### src/rtl/fwd_hazard_unit_if.sv
// Bundle between ID and the forwarding/interlock unit.
// The unit side uses the slave modport; the ID side uses the master modport.
interface fwd_hazard_unit_if #(
  parameter int REGW    = 5,
  parameter int NSTAGES = 3,
  parameter int CNTW    = 16
);
  localparam int FWDW = $clog2(NSTAGES + 1);

  logic            IDVALID;
  logic [REGW-1:0] IDRS;
  logic [REGW-1:0] IDRT;
  logic            USERS;
  logic            USERT;
  logic [REGW-1:0] IDDES;
  logic            IDWREG;
  logic            IDM2REG;
  logic            FLUSH;
  logic            CLRCNT;
  logic [FWDW-1:0] FWDA;
  logic [FWDW-1:0] FWDB;
  logic            STALL;
  logic            ISSUE;
  logic [CNTW-1:0] STALLCNT;

  modport master (
    output IDVALID, IDRS, IDRT, USERS, USERT,
    output IDDES, IDWREG, IDM2REG, FLUSH, CLRCNT,
    input  FWDA, FWDB, STALL, ISSUE, STALLCNT
  );

  modport slave (
    input  IDVALID, IDRS, IDRT, USERS, USERT,
    input  IDDES, IDWREG, IDM2REG, FLUSH, CLRCNT,
    output FWDA, FWDB, STALL, ISSUE, STALLCNT
  );
endinterface

### src/rtl/fwd_hazard_unit.sv
// Forwarding select and load-use interlock driven by a scoreboard
// of in-flight destinations over NSTAGES post-decode stages.
module fwd_hazard_unit #(
  parameter int REGW    = 5,
  parameter int NSTAGES = 3,
  parameter int LOADLAT = 2,
  parameter int CNTW    = 16
) (
  input logic              CLK,
  input logic              RSTN,
  fwd_hazard_unit_if.slave hz
);
  localparam int FWDW = $clog2(NSTAGES + 1);

  if (NSTAGES < 1 || NSTAGES > 7 ||
      LOADLAT < 1 || LOADLAT > NSTAGES ||
      REGW < 1 || CNTW < 1) begin : g_bad_param
    $error("fwd_hazard_unit: parameter out of range");
  end

  typedef struct packed {
    logic            v;
    logic [REGW-1:0] des;
    logic            wreg;
    logic            m2reg;
  } ent_t;

  typedef struct packed {
    logic            hit;
    logic            rdy;
    logic [FWDW-1:0] sel;
  } match_t;

  ent_t [NSTAGES:1] e_q;
  ent_t [NSTAGES:1] e_d;
  logic [CNTW-1:0]  cnt_q;
  logic [CNTW-1:0]  cnt_d;

  match_t ma;
  match_t mb;
  logic   hazard;
  logic   live;
  logic   stall;
  logic   issue;

  // Scan oldest to youngest so the youngest match is left standing.
  function automatic match_t lookup(
    input ent_t [NSTAGES:1] sb,
    input logic [REGW-1:0]  r,
    input logic             use_r
  );
    match_t m;
    m     = '0;
    m.rdy = 1'b1;
    for (int k = NSTAGES; k >= 1; k--) begin
      if (use_r && (r != '0) && sb[k].v &&
          sb[k].wreg && (sb[k].des == r)) begin
        m.hit = 1'b1;
        m.sel = FWDW'(k);
        m.rdy = ~sb[k].m2reg | (k >= LOADLAT);
      end
    end
    return m;
  endfunction

  always_comb begin
    ma     = lookup(e_q, hz.IDRS, hz.USERS);
    mb     = lookup(e_q, hz.IDRT, hz.USERT);
    hazard = (ma.hit & ~ma.rdy) | (mb.hit & ~mb.rdy);
    live   = hz.IDVALID & ~hz.FLUSH;
    stall  = live & hazard;
    issue  = live & ~hazard;
  end

  assign hz.STALL    = stall;
  assign hz.ISSUE    = issue;
  assign hz.FWDA     = (issue && ma.hit) ? ma.sel : '0;
  assign hz.FWDB     = (issue && mb.hit) ? mb.sel : '0;
  assign hz.STALLCNT = cnt_q;

  always_comb begin
    e_d = '0;
    if (issue) begin
      e_d[1].v     = 1'b1;
      e_d[1].des   = hz.IDDES;
      e_d[1].wreg  = hz.IDWREG;
      e_d[1].m2reg = hz.IDM2REG;
    end
    for (int k = 2; k <= NSTAGES; k++) begin
      e_d[k] = e_q[k-1];
    end
  end

  always_comb begin
    cnt_d = cnt_q;
    if (hz.CLRCNT) begin
      cnt_d = '0;
    end else if (stall && !(&cnt_q)) begin
      cnt_d = cnt_q + 1'b1;
    end
  end

  always_ff @(posedge CLK) begin
    if (!RSTN) begin
      e_q   <= '0;
      cnt_q <= '0;
    end else begin
      e_q   <= e_d;
      cnt_q <= cnt_d;
    end
  end
endmodule
### src/flat_wrapper.sv
// flat-port wrapper written by rule: the top's interface ports become plain ports
module fwd_hazard_unit_flat 
#(
  parameter int REGW    = 5,
  parameter int NSTAGES = 3,
  parameter int LOADLAT = 2,
  parameter int CNTW    = 16
)
  (CLK, RSTN, hz_IDVALID, hz_IDRS, hz_IDRT, hz_USERS, hz_USERT, hz_IDDES, hz_IDWREG, hz_IDM2REG, hz_FLUSH, hz_CLRCNT, hz_FWDA, hz_FWDB, hz_STALL, hz_ISSUE, hz_STALLCNT);
  fwd_hazard_unit_if #(.REGW(REGW), .NSTAGES(NSTAGES), .CNTW(CNTW)) hz_i ();
  input logic CLK;
  input logic RSTN;
  input wire logic [$bits(hz_i.IDVALID)-1:0] hz_IDVALID;
  input wire logic [$bits(hz_i.IDRS)-1:0] hz_IDRS;
  input wire logic [$bits(hz_i.IDRT)-1:0] hz_IDRT;
  input wire logic [$bits(hz_i.USERS)-1:0] hz_USERS;
  input wire logic [$bits(hz_i.USERT)-1:0] hz_USERT;
  input wire logic [$bits(hz_i.IDDES)-1:0] hz_IDDES;
  input wire logic [$bits(hz_i.IDWREG)-1:0] hz_IDWREG;
  input wire logic [$bits(hz_i.IDM2REG)-1:0] hz_IDM2REG;
  input wire logic [$bits(hz_i.FLUSH)-1:0] hz_FLUSH;
  input wire logic [$bits(hz_i.CLRCNT)-1:0] hz_CLRCNT;
  output wire logic [$bits(hz_i.FWDA)-1:0] hz_FWDA;
  output wire logic [$bits(hz_i.FWDB)-1:0] hz_FWDB;
  output wire logic [$bits(hz_i.STALL)-1:0] hz_STALL;
  output wire logic [$bits(hz_i.ISSUE)-1:0] hz_ISSUE;
  output wire logic [$bits(hz_i.STALLCNT)-1:0] hz_STALLCNT;
  assign hz_i.IDVALID = hz_IDVALID;
  assign hz_i.IDRS = hz_IDRS;
  assign hz_i.IDRT = hz_IDRT;
  assign hz_i.USERS = hz_USERS;
  assign hz_i.USERT = hz_USERT;
  assign hz_i.IDDES = hz_IDDES;
  assign hz_i.IDWREG = hz_IDWREG;
  assign hz_i.IDM2REG = hz_IDM2REG;
  assign hz_i.FLUSH = hz_FLUSH;
  assign hz_i.CLRCNT = hz_CLRCNT;
  assign hz_FWDA = hz_i.FWDA;
  assign hz_FWDB = hz_i.FWDB;
  assign hz_STALL = hz_i.STALL;
  assign hz_ISSUE = hz_i.ISSUE;
  assign hz_STALLCNT = hz_i.STALLCNT;
  fwd_hazard_unit #(.REGW(REGW), .NSTAGES(NSTAGES), .LOADLAT(LOADLAT), .CNTW(CNTW)) u_core (.CLK(CLK), .RSTN(RSTN), .hz(hz_i));
endmodule
### config.mk
export PLATFORM = sky130hd
export DESIGN_NAME = fwd_hazard_unit_flat
export DESIGN_NICKNAME = d
export VERILOG_FILES = /design/src/rtl/fwd_hazard_unit_if.sv /design/src/rtl/fwd_hazard_unit.sv /design/src/flat_wrapper.sv
export SDC_FILE = /design/constraint.sdc
export NUM_CORES = 1
export LEC_CHECK = 0
export ABC_CLOCK_PERIOD_IN_PS = 2700
export CAP_MARGIN = 10
export CORE_ASPECT_RATIO = 0.75
export CORE_UTILIZATION = 46
export CTS_BUF_LIST = sky130_fd_sc_hd__clkbuf_2
export CTS_CLUSTER_DIAMETER = 40
export DETAILED_ROUTE_END_ITERATION = 12
export PLACE_DENSITY = 0.81
export SKIP_LAST_GASP = 1
export SLEW_MARGIN = 10
export SYNTH_ARGS = -nofsm -noshare
export SYNTH_HDL_FRONTEND = slang
export SYNTH_SLANG_ARGS = --single-unit
### constraint.sdc
create_clock -name CLK -period 2.7 [get_ports CLK]
set_clock_uncertainty 0.15 [all_clocks]
set_input_delay 0.54 -clock CLK [delete_from_list [all_inputs] [get_ports CLK]]
set_output_delay 0.54 -clock CLK [all_outputs]
set_load 0.01 [all_outputs]
# ---- Yosys cells after proc, flatten, opt, wreduce, memory -nomap -nowiden
# Index checks and enable logic that the tools add are counted.
dict set report word_totals {
  reg_bits 38
  latchBits 0
  mem_bits_rw 0
  romBits 0
  input_bits 24
  output_inout_bits 22
  wordCells 68
  n_memories 0
}
dict set report op_classes {
  addsub 1
  mul 0
  div 0
  n_lt_le_gt_ge 0
  eq_ne 6
  n_shift 0
  mux 9
  bitwise_logic 12
  n_reduce_logical 29
}
# operator count
set ops {}
lappend ops {{$eq A5 B5 Y1} 6}
lappend ops {{$mux W4} 6}
lappend ops {{$logic_and A1 B1 Y1} 23}
lappend ops {{$add A16 B1 Y16 const B} 1}
lappend ops {{$reduce_and A16 Y1} 1}
lappend ops {{$reduce_bool A5 Y1} 2}
lappend ops {{$mux W8} 1}
lappend ops {{$not A1 Y1} 6}
lappend ops {{$and A1 B1 Y1} 5}
lappend ops {{$mux W2} 2}
lappend ops {{$reduce_and A2 Y1} 1}
lappend ops {{$reduce_or A2 Y1} 1}
lappend ops {{$logic_not A1 Y1} 1}
lappend ops {{$or A1 B1 Y1} 1}

# ---- Depth between registers and ports, before layout
dict set report depth {
  depth_word 15
  mapped_depth 8
  ltp_nobuf 7
}

# ---- Worst setup path after synthesis
# No wires, ideal clock.
dict set report synth_path {
  path_kind {input to output}
  startpoint {input hz_IDRS[1]}
  endpoint {output hz_FWDB[1]}
  arrival_time_ns 2.124
  t_required_ns 2.010
  path_slack_ns -0.114
  stages 7
  path_buffers 1
  path_cell_list {or4_1 > o21ai_2 > nor3_2 > or2_1 > a21oi_2 > buf_6 > nor3b_2}
}
dict set report synth_via {
  elab_chain_len 14
  elab_cells_between_ends 24
  cone_classes {eq/ne: 3; mux: 4; bitwise: 5; reduce/logical: 12}
}
# element line
set synth_rtl {}
lappend synth_rtl {{start, declared} flat_wrapper.sv:14} ;# input wire logic [$bits(hz_i.IDRS)-1:0] hz_IDRS;
lappend synth_rtl {{$reduce_bool A5 Y1} fwd_hazard_unit.sv:56} ;# if (use_r && (r != '0) && sb[k].v &&
lappend synth_rtl {{$logic_and A1 B1 Y1 (3 in series)} fwd_hazard_unit.sv:56}
lappend synth_rtl {{$logic_and A1 B1 Y1} fwd_hazard_unit.sv:57} ;# sb[k].wreg && (sb[k].des == r)) begin
lappend synth_rtl {{$mux W4 (2 in series)} fwd_hazard_unit.sv:56}
lappend synth_rtl {{$mux W4 (*)} fwd_hazard_unit.sv:56}
lappend synth_rtl {{$and A1 B1 Y1 (*)} fwd_hazard_unit.sv:69} ;# hazard = (ma.hit & ~ma.rdy) | (mb.hit & ~mb.rdy);
lappend synth_rtl {{$or A1 B1 Y1 (*)} fwd_hazard_unit.sv:69}
lappend synth_rtl {{$not A1 Y1 (*)} fwd_hazard_unit.sv:72} ;# issue = live & ~hazard;
lappend synth_rtl {{$and A1 B1 Y1 (*)} fwd_hazard_unit.sv:72}
lappend synth_rtl {{named net hz_ISSUE} flat_wrapper.sv:26} ;# output wire logic [$bits(hz_i.ISSUE)-1:0] hz_ISSUE;
lappend synth_rtl {{$logic_and A1 B1 Y1 (*)} fwd_hazard_unit.sv:78} ;# assign hz.FWDB = (issue && mb.hit) ? mb.sel : '0;
lappend synth_rtl {{$mux W2 (*)} fwd_hazard_unit.sv:78}
lappend synth_rtl {{end, declared} flat_wrapper.sv:24} ;# output wire logic [$bits(hz_i.FWDB)-1:0] hz_FWDB;
# The timed path passes the listed nets; every way through them passes the cells marked *.

# ---- Worst setup path after layout
dict set report layout_path {
  startpoint {input hz_IDRT[2]}
  endpoint {output hz_ISSUE}
}
dict set report layout_via {
  elab_chain_len 12
  elab_cells_between_ends 22
  cone_classes {eq/ne: 3; mux: 3; bitwise: 5; reduce/logical: 11}
}
# element line
set layout_rtl {}
lappend layout_rtl {{start, declared} flat_wrapper.sv:15} ;# input wire logic [$bits(hz_i.IDRT)-1:0] hz_IDRT;
lappend layout_rtl {{$reduce_bool A5 Y1} fwd_hazard_unit.sv:56}
lappend layout_rtl {{$logic_and A1 B1 Y1 (3 in series)} fwd_hazard_unit.sv:56}
lappend layout_rtl {{$logic_and A1 B1 Y1} fwd_hazard_unit.sv:57}
lappend layout_rtl {{$mux W4 (2 in series)} fwd_hazard_unit.sv:56}
lappend layout_rtl {{$mux W4 (*)} fwd_hazard_unit.sv:56}
lappend layout_rtl {{$and A1 B1 Y1 (*)} fwd_hazard_unit.sv:69}
lappend layout_rtl {{$or A1 B1 Y1 (*)} fwd_hazard_unit.sv:69}
lappend layout_rtl {{$not A1 Y1 (*)} fwd_hazard_unit.sv:72}
lappend layout_rtl {{$and A1 B1 Y1 (*)} fwd_hazard_unit.sv:72}
lappend layout_rtl {{end, declared} flat_wrapper.sv:26}
# Every way passes the cells marked *; elsewhere a longest branch is shown, timed or not.

==> insert_results.sql <==
INSERT INTO impl_metrics (metric_group, metric, value, unit) VALUES
('placed_design', 'port_buffers', '45', ''),
('setup_path', 'worst-path-buf-inv', '5', ''),
('die', 'die_h', '57.6', 'µm'),
('global_routing', 'busiest_layer', 'met2', ''),
('power', 'sequential_cell_fraction_of_total_power', '60.3', '%'),
('clocking', 'cts_hold_buf', '0', ''),
('synthesis', 'postSynthAreaPerCell', '9.06', 'µm²'),
('clocking', 'clock_latency', '0.38', 'ns'),
('drt', 'final_antenna_net_count', '0', ''),
('clocking', 'clock_path_buffers', '2', ''),
('run', 'maxCapViolCount', '0', ''),
('timing', 'setup_viol', '5', ''),
('setup_path', 'critical_path_required', '2.01', 'ns'),
('status', 'run_status', 'finished with violations', ''),
('setup_path', 'crit_family', 'simple AND/OR/NAND/NOR gates', ''),
('finish', 'final_layout_size_suffix_gt1_share', '24.7', '%'),
('timing', 'grt_setup_unrepaired', 'yes', ''),
('clocking', 'number_of_buffers_added_by_the_clock_tree_synthesis_step', '5', ''),
('timing', 'min_clock_period_post_route', '2.97', 'ns'),
('setup_path', 'length_in_cells_of_the_worst_reg_to_reg_path', '5', ''),
('die', 'core-area', '3800', 'µm²'),
('setup_path', 'crit_arrival', '2.28', 'ns'),
('status', 'failed_checks', 'negative setup slack', ''),
('clocking', 'clock_sinks', '38', ''),
('drt', 'detail_route.wl_per_cell', '14.7', 'µm'),
('global_routing', 'initial_antenna_violation_count', '0', ''),
('drt', 'remaining_design_rule_violation_count', '0', ''),
('synthesis', 'number_of_instances_in_the_synthesized_netlist', '209', ''),
('drt', 'dr.first_iter.drc_count', '154', ''),
('worst_hold_path', 'timing.hold.worst.class', 'reg -> reg', ''),
('synthesis', 'post_synth_num_cell_types', '37', ''),
('drt', 'route.detailed.vias_per_inst', '5.41', ''),
('power', 'worst_ir_drop_vdd', '0.358', 'mV'),
('power', 'p_clk_share', '25.7', '%'),
('synthesis', 'sequential_fraction_of_the_synthesis_area', '40.2', '%'),
('power', 'share_comb_of_total_power', '14.1', '%'),
('setup_path', 'critical-path-max-stage-delay', '0.54', 'ns'),
('power', 'internal_pwr_total', '0.706', 'mW'),
('power', 'power.density', '355', 'nW/µm²'),
('drt', 'dr.pass1.iters', '4', ''),
('timing', 'timing.slew.headroom', '80.0', '%'),
('timing', 'final_max_slew_viol_count', '0', ''),
('die', 'die_footprint', '4380', 'µm²'),
('synthesis', 'top_cells_by_area_in_the_synthesized_netlist', 'sky130_fd_sc_hd__dfxtp_1 40%, sky130_fd_sc_hd__xnor2_1 13%, sky130_fd_sc_hd__and2_1 5.3%', ''),
('synthesis', 'yosys.area.top_type', 'sky130_fd_sc_hd__dfxtp_1', ''),
('power', 'cellLeakagePower', '0.951', 'nW'),
('drt', 'routed_wl', '4970', 'µm'),
('setup_path', 'critPathKind', 'in -> out', ''),
('setup_path', 'timing.critical_path.fanout_max', '5', ''),
('synthesis', 'syn-cell-area', '1890', 'µm²'),
('worst_hold_path', 'hold_path_startpoint', 'u_core.e_d[15]$_SDFF_PN0_', ''),
('timing', 'layout_worst_path_cycle_share', '110', '%'),
('global_routing', 'maximum_number_of_pins_on_one_net_before_global_route_repair', '23', ''),
('die', 'io_pins', '46', ''),
('setup_path', 'worst-r2r-setup-slack', '0.38', 'ns'),
('finish', 'n_antenna_cell', '0', ''),
('setup_path', 'crit_reg_reg_endpoint', 'u_core.hz.STALLCNT[12]$_SDFFE_PP0P_', ''),
('timing', 'max_freq', '337', 'MHz'),
('clocking', 'cts_htree_levels', '2', ''),
('synthesis', 'yosys_register_bits', '38', ''),
('worst_hold_path', 'timing.hold.worst_path_depth', '1', ''),
('timing', 'worst_slack', '-0.270', 'ns'),
('clocking', 'clock_slew_seen_by_the_registers_of_the_worst_setup_and_hold_paths', '0.19', 'ns'),
('clocking', 'cts_tree', 'built', ''),
('timing', 'finalSetupTns', '-1.12', 'ns'),
('global_routing', 'grt_pass1_wl', '8440', 'µm'),
('finish', 'area.growth.synth_to_final', '41.7', '%'),
('global_routing', 'grt_remaining_overflow', '0', ''),
('placed_design', 'dp.final_hpwl', '3530', 'µm'),
('power', 'sw_frac_of_total', '26.0', '%'),
('die', 'die_w', '76.1', 'µm');
cell families after synthesis:
group	Yosys count	synth area share, %
AOI/OAI and AO/OA	32	10.4
xor gates and xnor gates	33	15.3
adders and majority gates	1	0.660
buffers and inverters	9	2.77
DFF	38	40.2
and+or+nand+nor	96	30.7
cell usage in the layout, fill, tap and decap left out, types with 4 or more instances in the layout:
master / netlist / final
sky130_fd_sc_hd__and3_1: 4 / 4
sky130_fd_sc_hd__or4_1: 8 / 6
sky130_fd_sc_hd__a21oi_1: 12 / 11
sky130_fd_sc_hd__and2_1: 16 / 16
sky130_fd_sc_hd__clkdlybuf4s50_1: 0 / 27
sky130_fd_sc_hd__nand3_1: 9 / 9
sky130_fd_sc_hd__buf_2: 0 / 8
sky130_fd_sc_hd__clkbuf_2: 0 / 7
sky130_fd_sc_hd__buf_4: 1 / 25
sky130_fd_sc_hd__nand4_1: 11 / 11
sky130_fd_sc_hd__xnor2_1: 28 / 28
sky130_fd_sc_hd__dfxtp_1: 38 / 38
sky130_fd_sc_hd__o21ai_0: 9 / 9
sky130_fd_sc_hd__or3_1: 9 / 8
sky130_fd_sc_hd__nor2_1: 7 / 7
sky130_fd_sc_hd__buf_6: 2 / 9
sky130_fd_sc_hd__xor2_1: 5 / 5
sky130_fd_sc_hd__nand2_1: 10 / 10
cells in the mapped netlist:
library cell / count
sky130_fd_sc_hd__dfxtp_1: 38
sky130_fd_sc_hd__xnor2_1: 28
sky130_fd_sc_hd__and2_1: 16
sky130_fd_sc_hd__a21oi_1: 12
sky130_fd_sc_hd__nand4_1: 11
sky130_fd_sc_hd__nand2_1: 10
sky130_fd_sc_hd__nand3_1: 9
sky130_fd_sc_hd__o21ai_0: 9
sky130_fd_sc_hd__or3_1: 9
sky130_fd_sc_hd__or4_1: 8
sky130_fd_sc_hd__nor2_1: 7
sky130_fd_sc_hd__xor2_1: 5
sky130_fd_sc_hd__and3_1: 4
sky130_fd_sc_hd__and3_2: 3
sky130_fd_sc_hd__clkbuf_1: 3
sky130_fd_sc_hd__inv_1: 3
sky130_fd_sc_hd__nand2b_1: 3
sky130_fd_sc_hd__nor2b_1: 3
sky130_fd_sc_hd__o31ai_1: 3
sky130_fd_sc_hd__and4_1: 2
sky130_fd_sc_hd__buf_6: 2
sky130_fd_sc_hd__nor3_1: 2
sky130_fd_sc_hd__nor3_2: 2
sky130_fd_sc_hd__nor4_1: 2
sky130_fd_sc_hd__o211ai_1: 2
sky130_fd_sc_hd__o21ai_2: 2
sky130_fd_sc_hd__a21oi_2: 1
sky130_fd_sc_hd__and3b_1: 1
sky130_fd_sc_hd__buf_4: 1
sky130_fd_sc_hd__ha_1: 1
sky130_fd_sc_hd__nor3b_2: 1
sky130_fd_sc_hd__nor4b_1: 1
sky130_fd_sc_hd__o2111ai_1: 1
sky130_fd_sc_hd__o211ai_2: 1
sky130_fd_sc_hd__o21a_1: 1
sky130_fd_sc_hd__or2_1: 1
sky130_fd_sc_hd__or2_2: 1
stage by stage:
step / hold WS [ns] / power, mW / area, µm² / setup WS (ns) / cells
6_report: 0.350 / 0.954 / 2690 / -0.270 / 339
5_1_grt: 0.367 / 0.993 / 2690 / -0.330 / 339
4_1_cts: 0.356 / 0.955 / 2690 / -0.300 / 338
3_5_place_dp: 0.329 / 0.704 / 2550 / -1.04 / 321
3_3_place_gp: 0.318 / 0.701 / 2550 / -0.943 / 321
2_1_floorplan: 0.302 / 0.632 / 1920 / -0.106 / 209
sequential cells by signal, indices dropped and copies added, names as in the netlist:
| signal | count |
|---|---|
| u_core.hz.STALLCNT | 16 |
| u_core.e_d | 15 |
| u_core.e_q | 7 |
metal layers:
metal,vias to the layer above,wire [µm]
li1,901,-
met1,861,2360
met2,63,2220
met3,9,328
met4,0,61
met5,-,0
worst register-to-register path: stages (launching register included):
cell and delay [ns]:
sky130_fd_sc_hd__dfxtp_1 0.46, sky130_fd_sc_hd__ha_1 0.33, sky130_fd_sc_hd__nand2_1 0.12, sky130_fd_sc_hd__or4_1 0.58, sky130_fd_sc_hd__or4_1 0.48, sky130_fd_sc_hd__a21oi_1 0.14
how the worst max path moves through the flow:
stage	endpoint	cells past startpoint	from
6_report	hz_ISSUE	10	hz_IDRT[2]
5_1_grt	hz_FWDB[1]	9	hz_IDRS[4]
4_1_cts	hz_FWDB[1]	9	hz_IDRS[4]
3_5_place_dp	hz_FWDB[1]	8	hz_IDRT[0]
3_3_place_gp	hz_FWDB[1]	8	hz_IDRT[0]
2_1_floorplan	hz_FWDB[1]	7	hz_IDRT[0]
timing repair:
item	CTS	global route
gates resized for setup	70	5
pin swaps	9	3
buffers inserted	9	1
cloned	1	0
hold endpoints to repair	0	0
setup endpoints to repair	6	6
cell type report:
cell class | count | area, µm² | area share, %
Clock buffer | 5 | 25.0 | 0.932
Inverter | 3 | 11.3 | 0.419
Clock inverter | 3 | 16.3 | 0.606
Timing Repair Buffer | 76 | 657 | 24.5
Multi-Input combinational cell | 162 | 1150 | 42.8
Tap cell | 52 | 65.1 | 2.42
Sequential cell | 38 | 761 | 28.3
power groups by stage:
| stage | sequential (mW) | combinational, mW | clock (mW) |
|---|---|---|---|
| after floorplan | 0.584 | 0.0483 | 0 |
| after global placement | 0.586 | 0.116 | 0 |
| after detailed placement | 0.586 | 0.118 | 0 |
| after CTS | 0.575 | 0.130 | 0.250 |
| after global routing | 0.576 | 0.143 | 0.274 |
| final | 0.575 | 0.134 | 0.245 |
Note: power is estimated with default switching activity, not from simulation.
